`src/rtl/pixel_pkg.sv`:
```
// Shared pixel-pipeline definitions: default channel width, fade FSM encoding
// and the saturating channel arithmetic used by the dimmer and the brightness shader.
package pixel_pkg;

    localparam int PIX_W = 4;

    typedef enum logic {
        ST_IDLE = 1'b0,
        ST_FADE = 1'b1
    } fade_state_t;

    // Borrow out of the extended subtract means the channel would go negative.
    function automatic logic [PIX_W-1:0] sat_sub(input logic [PIX_W-1:0] a,
                                                 input logic [PIX_W-1:0] b);
        logic [PIX_W:0] diff;
        diff = {1'b0, a} - {1'b0, b};
        return diff[PIX_W] ? '0 : diff[PIX_W-1:0];
    endfunction

    function automatic logic [PIX_W-1:0] sat_add(input logic [PIX_W-1:0] a,
                                                 input logic [PIX_W-1:0] b);
        logic [PIX_W:0] sum;
        sum = {1'b0, a} + {1'b0, b};
        return sum[PIX_W] ? '1 : sum[PIX_W-1:0];
    endfunction

endpackage

```
`src/rtl/dim_fade_ctrl.sv`:
```
// Fade engine: walks dim_level toward a latched target by FADE_STEP once every
// FRAMES_PER_STEP accepted start-of-frame beats, clamping exactly at the target.
module dim_fade_ctrl
    import pixel_pkg::*;
#(
    parameter int DATA_W          = PIX_W,
    parameter int FADE_STEP       = 1,
    parameter int FRAMES_PER_STEP = 2
) (
    input  logic              clk,
    input  logic              rst,
    input  logic              fade_start,
    input  logic [DATA_W-1:0] dim_target,
    input  logic              sof_accept,
    output logic [DATA_W-1:0] dim_level,
    output fade_state_t       state
);

    localparam int CNT_W = 4;
    localparam logic [DATA_W-1:0] STEP     = DATA_W'(FADE_STEP);
    localparam logic [CNT_W-1:0]  CNT_LAST = CNT_W'(FRAMES_PER_STEP - 1);

    fade_state_t       state_nxt;
    logic [CNT_W-1:0]  frame_cnt, frame_cnt_nxt;
    logic [DATA_W-1:0] target, target_nxt;
    logic [DATA_W-1:0] level_nxt;
    logic [DATA_W-1:0] gap;
    logic [DATA_W-1:0] stepped;

    // Next level one step toward target; a gap no larger than STEP lands exactly on it.
    always_comb begin
        gap     = '0;
        stepped = dim_level;
        if (target >= dim_level) begin
            gap     = target - dim_level;
            stepped = (gap <= STEP) ? target : dim_level + STEP;
        end else begin
            gap     = dim_level - target;
            stepped = (gap <= STEP) ? target : dim_level - STEP;
        end
    end

    always_comb begin
        state_nxt     = state;
        frame_cnt_nxt = frame_cnt;
        target_nxt    = target;
        level_nxt     = dim_level;
        case (state)
            ST_IDLE: begin
                if (fade_start) begin
                    target_nxt    = dim_target;
                    frame_cnt_nxt = '0;
                    if (dim_target != dim_level) begin
                        state_nxt = ST_FADE;
                    end
                end
            end
            ST_FADE: begin
                // A retarget restarts frame pacing and suppresses any step this cycle.
                if (fade_start) begin
                    target_nxt    = dim_target;
                    frame_cnt_nxt = '0;
                    if (dim_target == dim_level) begin
                        state_nxt = ST_IDLE;
                    end
                end else if (sof_accept) begin
                    if (frame_cnt == CNT_LAST) begin
                        frame_cnt_nxt = '0;
                        level_nxt     = stepped;
                        if (stepped == target) begin
                            state_nxt = ST_IDLE;
                        end
                    end else begin
                        frame_cnt_nxt = frame_cnt + 1'b1;
                    end
                end
            end
            default: state_nxt = ST_IDLE;
        endcase
    end

    always_ff @(posedge clk) begin
        if (rst) begin
            state     <= ST_IDLE;
            frame_cnt <= '0;
            target    <= '0;
            dim_level <= '0;
        end else begin
            state     <= state_nxt;
            frame_cnt <= frame_cnt_nxt;
            target    <= target_nxt;
            dim_level <= level_nxt;
        end
    end

endmodule

```
`src/rtl/pixel_dimmer_4bit.sv`:
```
// Streaming pixel dimmer: subtracts dim_level from each channel (floored at 0)
// behind a single valid/ready output register, with a frame-paced fade engine.
module pixel_dimmer_4bit
    import pixel_pkg::*;
#(
    parameter int DATA_W          = PIX_W,
    parameter int FADE_STEP       = 1,
    parameter int FRAMES_PER_STEP = 2
) (
    input  logic              clk,
    input  logic              rst,
    input  logic              s_valid,
    output logic              s_ready,
    input  logic [DATA_W-1:0] s_red,
    input  logic [DATA_W-1:0] s_green,
    input  logic [DATA_W-1:0] s_blue,
    input  logic              s_sof,
    output logic              m_valid,
    input  logic              m_ready,
    output logic [DATA_W-1:0] m_red,
    output logic [DATA_W-1:0] m_green,
    output logic [DATA_W-1:0] m_blue,
    output logic              m_sof,
    input  logic              fade_start,
    input  logic [DATA_W-1:0] dim_target,
    output logic [DATA_W-1:0] dim_level,
    output logic              fading
);

    // Handshake: a beat transfers on any clk edge where valid && ready; a source
    // holds valid and data stable until it transfers, and ready may depend on
    // downstream ready but never on valid.
    logic              accept;
    logic [DATA_W-1:0] red_d, green_d, blue_d;
    fade_state_t       fade_state;

    assign s_ready = !m_valid || m_ready;
    assign accept  = s_valid && s_ready;
    assign fading  = (fade_state == ST_FADE);

    generate
        if (DATA_W == PIX_W) begin : g_pkg_sub
            assign red_d   = sat_sub(s_red, dim_level);
            assign green_d = sat_sub(s_green, dim_level);
            assign blue_d  = sat_sub(s_blue, dim_level);
        end else begin : g_wide_sub
            function automatic logic [DATA_W-1:0] sub_w(input logic [DATA_W-1:0] a,
                                                        input logic [DATA_W-1:0] b);
                logic [DATA_W:0] diff;
                diff = {1'b0, a} - {1'b0, b};
                return diff[DATA_W] ? '0 : diff[DATA_W-1:0];
            endfunction
            assign red_d   = sub_w(s_red, dim_level);
            assign green_d = sub_w(s_green, dim_level);
            assign blue_d  = sub_w(s_blue, dim_level);
        end
    endgenerate

    always_ff @(posedge clk) begin
        if (rst) begin
            m_valid <= 1'b0;
            m_red   <= '0;
            m_green <= '0;
            m_blue  <= '0;
            m_sof   <= 1'b0;
        end else if (accept) begin
            m_valid <= 1'b1;
            m_red   <= red_d;
            m_green <= green_d;
            m_blue  <= blue_d;
            m_sof   <= s_sof;
        end else if (m_ready) begin
            m_valid <= 1'b0;
        end
    end

    dim_fade_ctrl #(
        .DATA_W          (DATA_W),
        .FADE_STEP       (FADE_STEP),
        .FRAMES_PER_STEP (FRAMES_PER_STEP)
    ) u_fade (
        .clk        (clk),
        .rst        (rst),
        .fade_start (fade_start),
        .dim_target (dim_target),
        .sof_accept (accept && s_sof),
        .dim_level  (dim_level),
        .state      (fade_state)
    );

endmodule

```
`config.mk`:
```
export PLATFORM = sky130hd
export DESIGN_NAME = pixel_dimmer_4bit
export DESIGN_NICKNAME = d
export VERILOG_FILES = /design/src/rtl/pixel_pkg.sv /design/src/rtl/dim_fade_ctrl.sv /design/src/rtl/pixel_dimmer_4bit.sv
export SDC_FILE = /design/constraint.sdc
export NUM_CORES = 1
export LEC_CHECK = 0
export BUFFER_PORTS_ARGS = -buffer_cell sky130_fd_sc_hd__buf_2
export CORE_MARGIN = 4
export CORE_UTILIZATION = 56
export DETAILED_ROUTE_END_ITERATION = 10
export GPL_TIMING_DRIVEN = 0
export MAX_ROUTING_LAYER = met4
export PLACE_DENSITY_LB_ADDON = 0.05
export SETUP_SLACK_MARGIN = 0.5
export SYNTH_ARGS = -nofsm -noshare
export SYNTH_HDL_FRONTEND = slang
export SYNTH_HIERARCHICAL = 1
export SYNTH_SLANG_ARGS = --single-unit
```
`constraint.sdc`:
```
create_clock -name clk -period 3.4 [get_ports clk]
set_input_delay 0.34 -clock clk [delete_from_list [all_inputs] [get_ports clk]]
set_output_delay 0.34 -clock clk [all_outputs]
set_load 0.005 [all_outputs]
```
==> impl_results.html <==
<table>
<tr><th>Metric</th><th>Value</th></tr>
<tr><th colspan="2">Run status</th></tr>
<tr><td>Status</td><td>completed</td></tr>
<tr><th colspan="2">Worst setup path</th></tr>
<tr><td>Stage delay of the slowest cell on the critical path</td><td>between 300 and 400 ps</td></tr>
<tr><td>Maximum fanout along the worst path</td><td>10</td></tr>
<tr><td>Crit path capture</td><td>u_fade/dim_level[1]</td></tr>
<tr><td>Data arrival time of the worst path</td><td>2870 ps</td></tr>
<tr><td>Number of cells on the worst reg-to-reg path</td><td>11</td></tr>
<tr><td>Type of the worst setup path</td><td>flop to flop</td></tr>
<tr><td>Cell seen most often among critical-path stages</td><td>sky130_fd_sc_hd__buf_6</td></tr>
<tr><td>Startpoint of the worst setup timing path</td><td>u_fade/dim_level[2]</td></tr>
<tr><td>Reg2Reg Launch Point</td><td>u_fade/dim_level[2]</td></tr>
<tr><td>Slack of the worst reg-to-reg path</td><td>690 ps</td></tr>
<tr><td>CP max-delay cell</td><td>sky130_fd_sc_hd__dfxtp_1</td></tr>
<tr><td>R2R Path End</td><td>u_fade/dim_level[1]</td></tr>
<tr><td>Worst path required time</td><td>3570 ps</td></tr>
<tr><td>Cell chain of the critical path</td><td>clkbuf_1, inv_1, ha_1, buf_6, xor2_1, and3_1, a211o_1, buf_6, mux2_2, o211ai_1, nand2_1</td></tr>
<tr><td>Startpoint types</td><td>flop</td></tr>
<tr><td>Setup crit end kind</td><td>flop</td></tr>
<tr><th colspan="2">Clock network</th></tr>
<tr><td>Resize count post-CTS</td><td>0</td></tr>
<tr><td>TritonCTS clock tree</td><td>yes</td></tr>
<tr><td>Hold-fix buffer count after cts</td><td>0</td></tr>
<tr><td>Level count of the clock H-tree</td><td>1</td></tr>
<tr><td>Total number of clock tree sinks</td><td>27</td></tr>
<tr><td>Skew-Pair Late Insertion Delay</td><td>about 270 ps</td></tr>
<tr><td>Cell at the root of the clock tree</td><td>sky130_fd_sc_hd__clkbuf_8</td></tr>
<tr><td>Longest Clk Path Bufs</td><td>2</td></tr>
<tr><td>Number of post-CTS setup repair buffers</td><td>0</td></tr>
<tr><td>Worst-path clk slew</td><td>100 ps</td></tr>
<tr><td>CTS buffer count</td><td>3</td></tr>
<tr><th colspan="2">Timing</th></tr>
<tr><td>Minimum period implied by the final worst setup slack</td><td>2710 ps</td></tr>
<tr><td>Final setup skew</td><td>9.52 ps</td></tr>
<tr><td>Final hold slack</td><td>325 ps</td></tr>
<tr><td>Final setup violation count</td><td>0</td></tr>
<tr><td>Setup repair after global routing missed its margin</td><td>false</td></tr>
<tr><td>Portion of the clock cycle consumed by the worst path in the final layout</td><td>about four fifths</td></tr>
<tr><td>Hold violation count in the final report</td><td>0</td></tr>
<tr><td>Upper clock frequency limit</td><td>0.370 GHz</td></tr>
<tr><td>Max transition margin</td><td>66.4%</td></tr>
<tr><td>Transition at the pin with the smallest max-transition slack</td><td>503 ps</td></tr>
<tr><td>Total negative slack for setup checks</td><td>0 ps</td></tr>
<tr><td>Final-report max-slew violation count</td><td>0</td></tr>
<tr><th colspan="2">Global route</th></tr>
<tr><td>Number of antenna violations at the first check in global routing</td><td>0</td></tr>
<tr><td>GR Util All Layers</td><td>19.8%</td></tr>
<tr><td>Overflow left after global routing</td><td>0</td></tr>
<tr><td>Number of global-route vias before repair</td><td>1,817</td></tr>
<tr><td>First-pass GRT wire length</td><td>7970 um</td></tr>
<tr><td>Pin count of the biggest net entering global routing</td><td>16</td></tr>
<tr><th colspan="2">Placement</th></tr>
<tr><td>Detail Placement HPWL</td><td>3640 um</td></tr>
<tr><td>Global placer's final weighted congestion</td><td>0.797</td></tr>
<tr><td>Count of input and output buffers</td><td>41</td></tr>
<tr><td>Standard cell area after detailed placement</td><td>2440 um2</td></tr>
<tr><th colspan="2">Cells and area</th></tr>
<tr><td>Post-layout nets</td><td>approximately 350</td></tr>
<tr><td>Proportion of layout cells with a drive suffix above 1</td><td>22.9%</td></tr>
<tr><td>Total inserted antenna cells</td><td>0</td></tr>
<tr><td>Post-route cell area</td><td>2490 um2</td></tr>
<tr><td>Layout area overhead</td><td>14.4%</td></tr>
<tr><th colspan="2">Hold path</th></tr>
<tr><td>HP Class</td><td>input port to flop</td></tr>
<tr><td>Number of cells on the worst hold path</td><td>3</td></tr>
<tr><th colspan="2">Floorplanning</th></tr>
<tr><td>Initial Utilization</td><td>58.6%</td></tr>
<tr><td>Placeable Area</td><td>3720 um2</td></tr>
<tr><td>Die span in y</td><td>70.4 um</td></tr>
<tr><td>I/O pin cnt</td><td>42</td></tr>
<tr><td>Site Rows</td><td>22</td></tr>
<tr><td>Die Span X</td><td>70.4 um</td></tr>
<tr><td>Die Outline Area</td><td>4950 um2</td></tr>
<tr><th colspan="2">Drt</th></tr>
<tr><td>Detailed-route wire length</td><td>4610 um</td></tr>
<tr><td>Routed length per placed instance</td><td>roughly 13 um</td></tr>
<tr><td>Post-DRT Antenna Nets</td><td>0</td></tr>
<tr><td>Number of iterations in the first detailed-routing pass</td><td>4</td></tr>
<tr><td>Drc violations</td><td>0</td></tr>
<tr><td>Number of vias after detailed routing</td><td>1,932</td></tr>
<tr><td>Iter 0 DRT Violations</td><td>87</td></tr>
<tr><td>Via-to-Cell Ratio</td><td>5.54</td></tr>
<tr><th colspan="2">Logic synthesis</th></tr>
<tr><td>Post-synth net total</td><td>306</td></tr>
<tr><td>Post-synth EDFFs</td><td>0</td></tr>
<tr><td>Top cell type's share of synthesized area</td><td>24.8%</td></tr>
<tr><td>Seq cells post-synth</td><td>27</td></tr>
<tr><td>Syn Area/Cell</td><td>around 8.5 um2</td></tr>
<tr><td>Synth cell types</td><td>45</td></tr>
<tr><td>Async SR Flop Fraction</td><td>0%</td></tr>
<tr><td>Synth warn</td><td>6</td></tr>
<tr><td>Synth area leader</td><td>sky130_fd_sc_hd__dfxtp_1</td></tr>
<tr><td>Main flop type after synthesis</td><td>sky130_fd_sc_hd__dfxtp_1</td></tr>
<tr><td>Number of standard cells after synthesis</td><td>256</td></tr>
<tr><td>Leading post-synthesis cells by cell area</td><td>sky130_fd_sc_hd__dfxtp_1 25%, sky130_fd_sc_hd__ha_1 13%, sky130_fd_sc_hd__a21oi_1 5.5%</td></tr>
<tr><td>Netlist Area Pre-Place</td><td>between 2000 and 2500 um2</td></tr>
<tr><td>Part of the Yosys area used for sequential elements</td><td>24.8%</td></tr>
<tr><th colspan="2">Pwr</th></tr>
<tr><td>Power Density</td><td>281 nW/um2</td></tr>
<tr><td>Power, Total</td><td>700 uW</td></tr>
<tr><td>Peak ir drop on the vdd network</td><td>roughly 0.19 mV</td></tr>
<tr><td>Static power due to leakage</td><td>about 1.1 nW</td></tr>
<tr><th colspan="2">Job</th></tr>
<tr><td>Number of max-cap violations</td><td>0</td></tr>
</table>
==> cell usage after synthesis, drive strengths merged, types with 2 or more instances <==
cell type and n:
o21ai 6, xor2 10, nand2 26, a21oi 24, o211ai 10, mux2i 6
nand3 6, o21a 4, a31oi 2, inv 25, nor2 11, nand3b 8
xnor2 12, clkbuf 4, ha 23, and2 2, dfxtp 27, nor3 9
o22a 2, nor2b 6, o41ai 3, nor3b 3, buf 7, nand4 2
fa 5, and3 2
==> registers in the layout, indices dropped and copies added, names as in the netlist, 4 cells and up <==
signal            count
u_fade/dim_level      4
m_green               4
m_blue                4
u_fade/frame_cnt      4
m_red                 4
u_fade/target         4
==> report_power, final <==
part	switching, mW	internal (mW)	leakage, nW
combinational	0.0927	0.0830	0.885
sequential	0.0106	0.330	0.222
clock	0.0998	0.0840	0.0228
==> stage by stage <==
stage | worst slack, ps | util (%) | instances
6_report | 694 | 67.0 | 349
5_1_grt | 517 | 67.0 | 349
4_1_cts | 519 | 66.9 | 349
3_5_place_dp | 536 | 65.7 | 345
3_3_place_gp | 542 | 65.7 | 345
2_1_floorplan | 862 | - | 256
==> kinds of logic after synthesis <==
logic type	share of synthesized area, %
simple gates	19.3
compound gates	18.6
buf+inv	7.30
fa+ha+maj	17.8
flops	24.8
xor+xnor	8.85
mux	3.28
==> cell usage in the layout, fill, tap and decap left out, drive strengths merged, types with 2 or more instances in the layout <==
master  count
nand2      26
nor3        9
nor2b       6
clkbuf      8
inv        25
nand4       2
ha         23
nor2       11
fa          5
o22a        2
nor3b       3
dfxtp      27
o211ai     10
xor2       10
mux2i       6
a31oi       2
o21ai       6
xnor2      12
o41ai       3
a21oi      24
and2        2
o21a        4
nand3b      8
nand3       6
buf        48
and3        2
==> worst min path at each step <==
stage | slack [ps] | end | start
finish | 320 | m_sof | s_sof
global route | 340 | m_sof | s_sof
CTS | 320 | m_sof | s_sof
detailed placement | 440 | m_green[2] | m_green[2]
global placement | 440 | m_blue[0] | m_blue[0]
floorplan | 410 | m_red[1] | rst
==> critical path, delay by kind of cell (launching register included) <==
kind	cells	cell delay, ps
compound gates	2	420
xor+xnor	1	160
fa+ha+maj	1	330
buf+inv	4	790
flops	1	380
mux	1	250
simple gates	2	260
==> area by class of cell <==
class | instances | area, um2
Buffer | 11 | 66.3
Clock buffer | 4 | 45.0
Fill cell | 351 | 1220
Inverter | 25 | 93.8
Multi-Input combinational cell | 193 | 1480
Sequential cell | 27 | 543
Tap cell | 48 | 60.1
Timing Repair Buffer | 41 | 205
==> per-layer routing <==
metal,vias up,part of all wire (%),global-route usage (%)
met5,-,0,-
met4,0,0.59,4.47
met3,2,5.5,2.45
met2,52,45,31.1
met1,900,49,27.3
li1,978,-,-
Note: power is estimated with default switching activity, not from simulation.
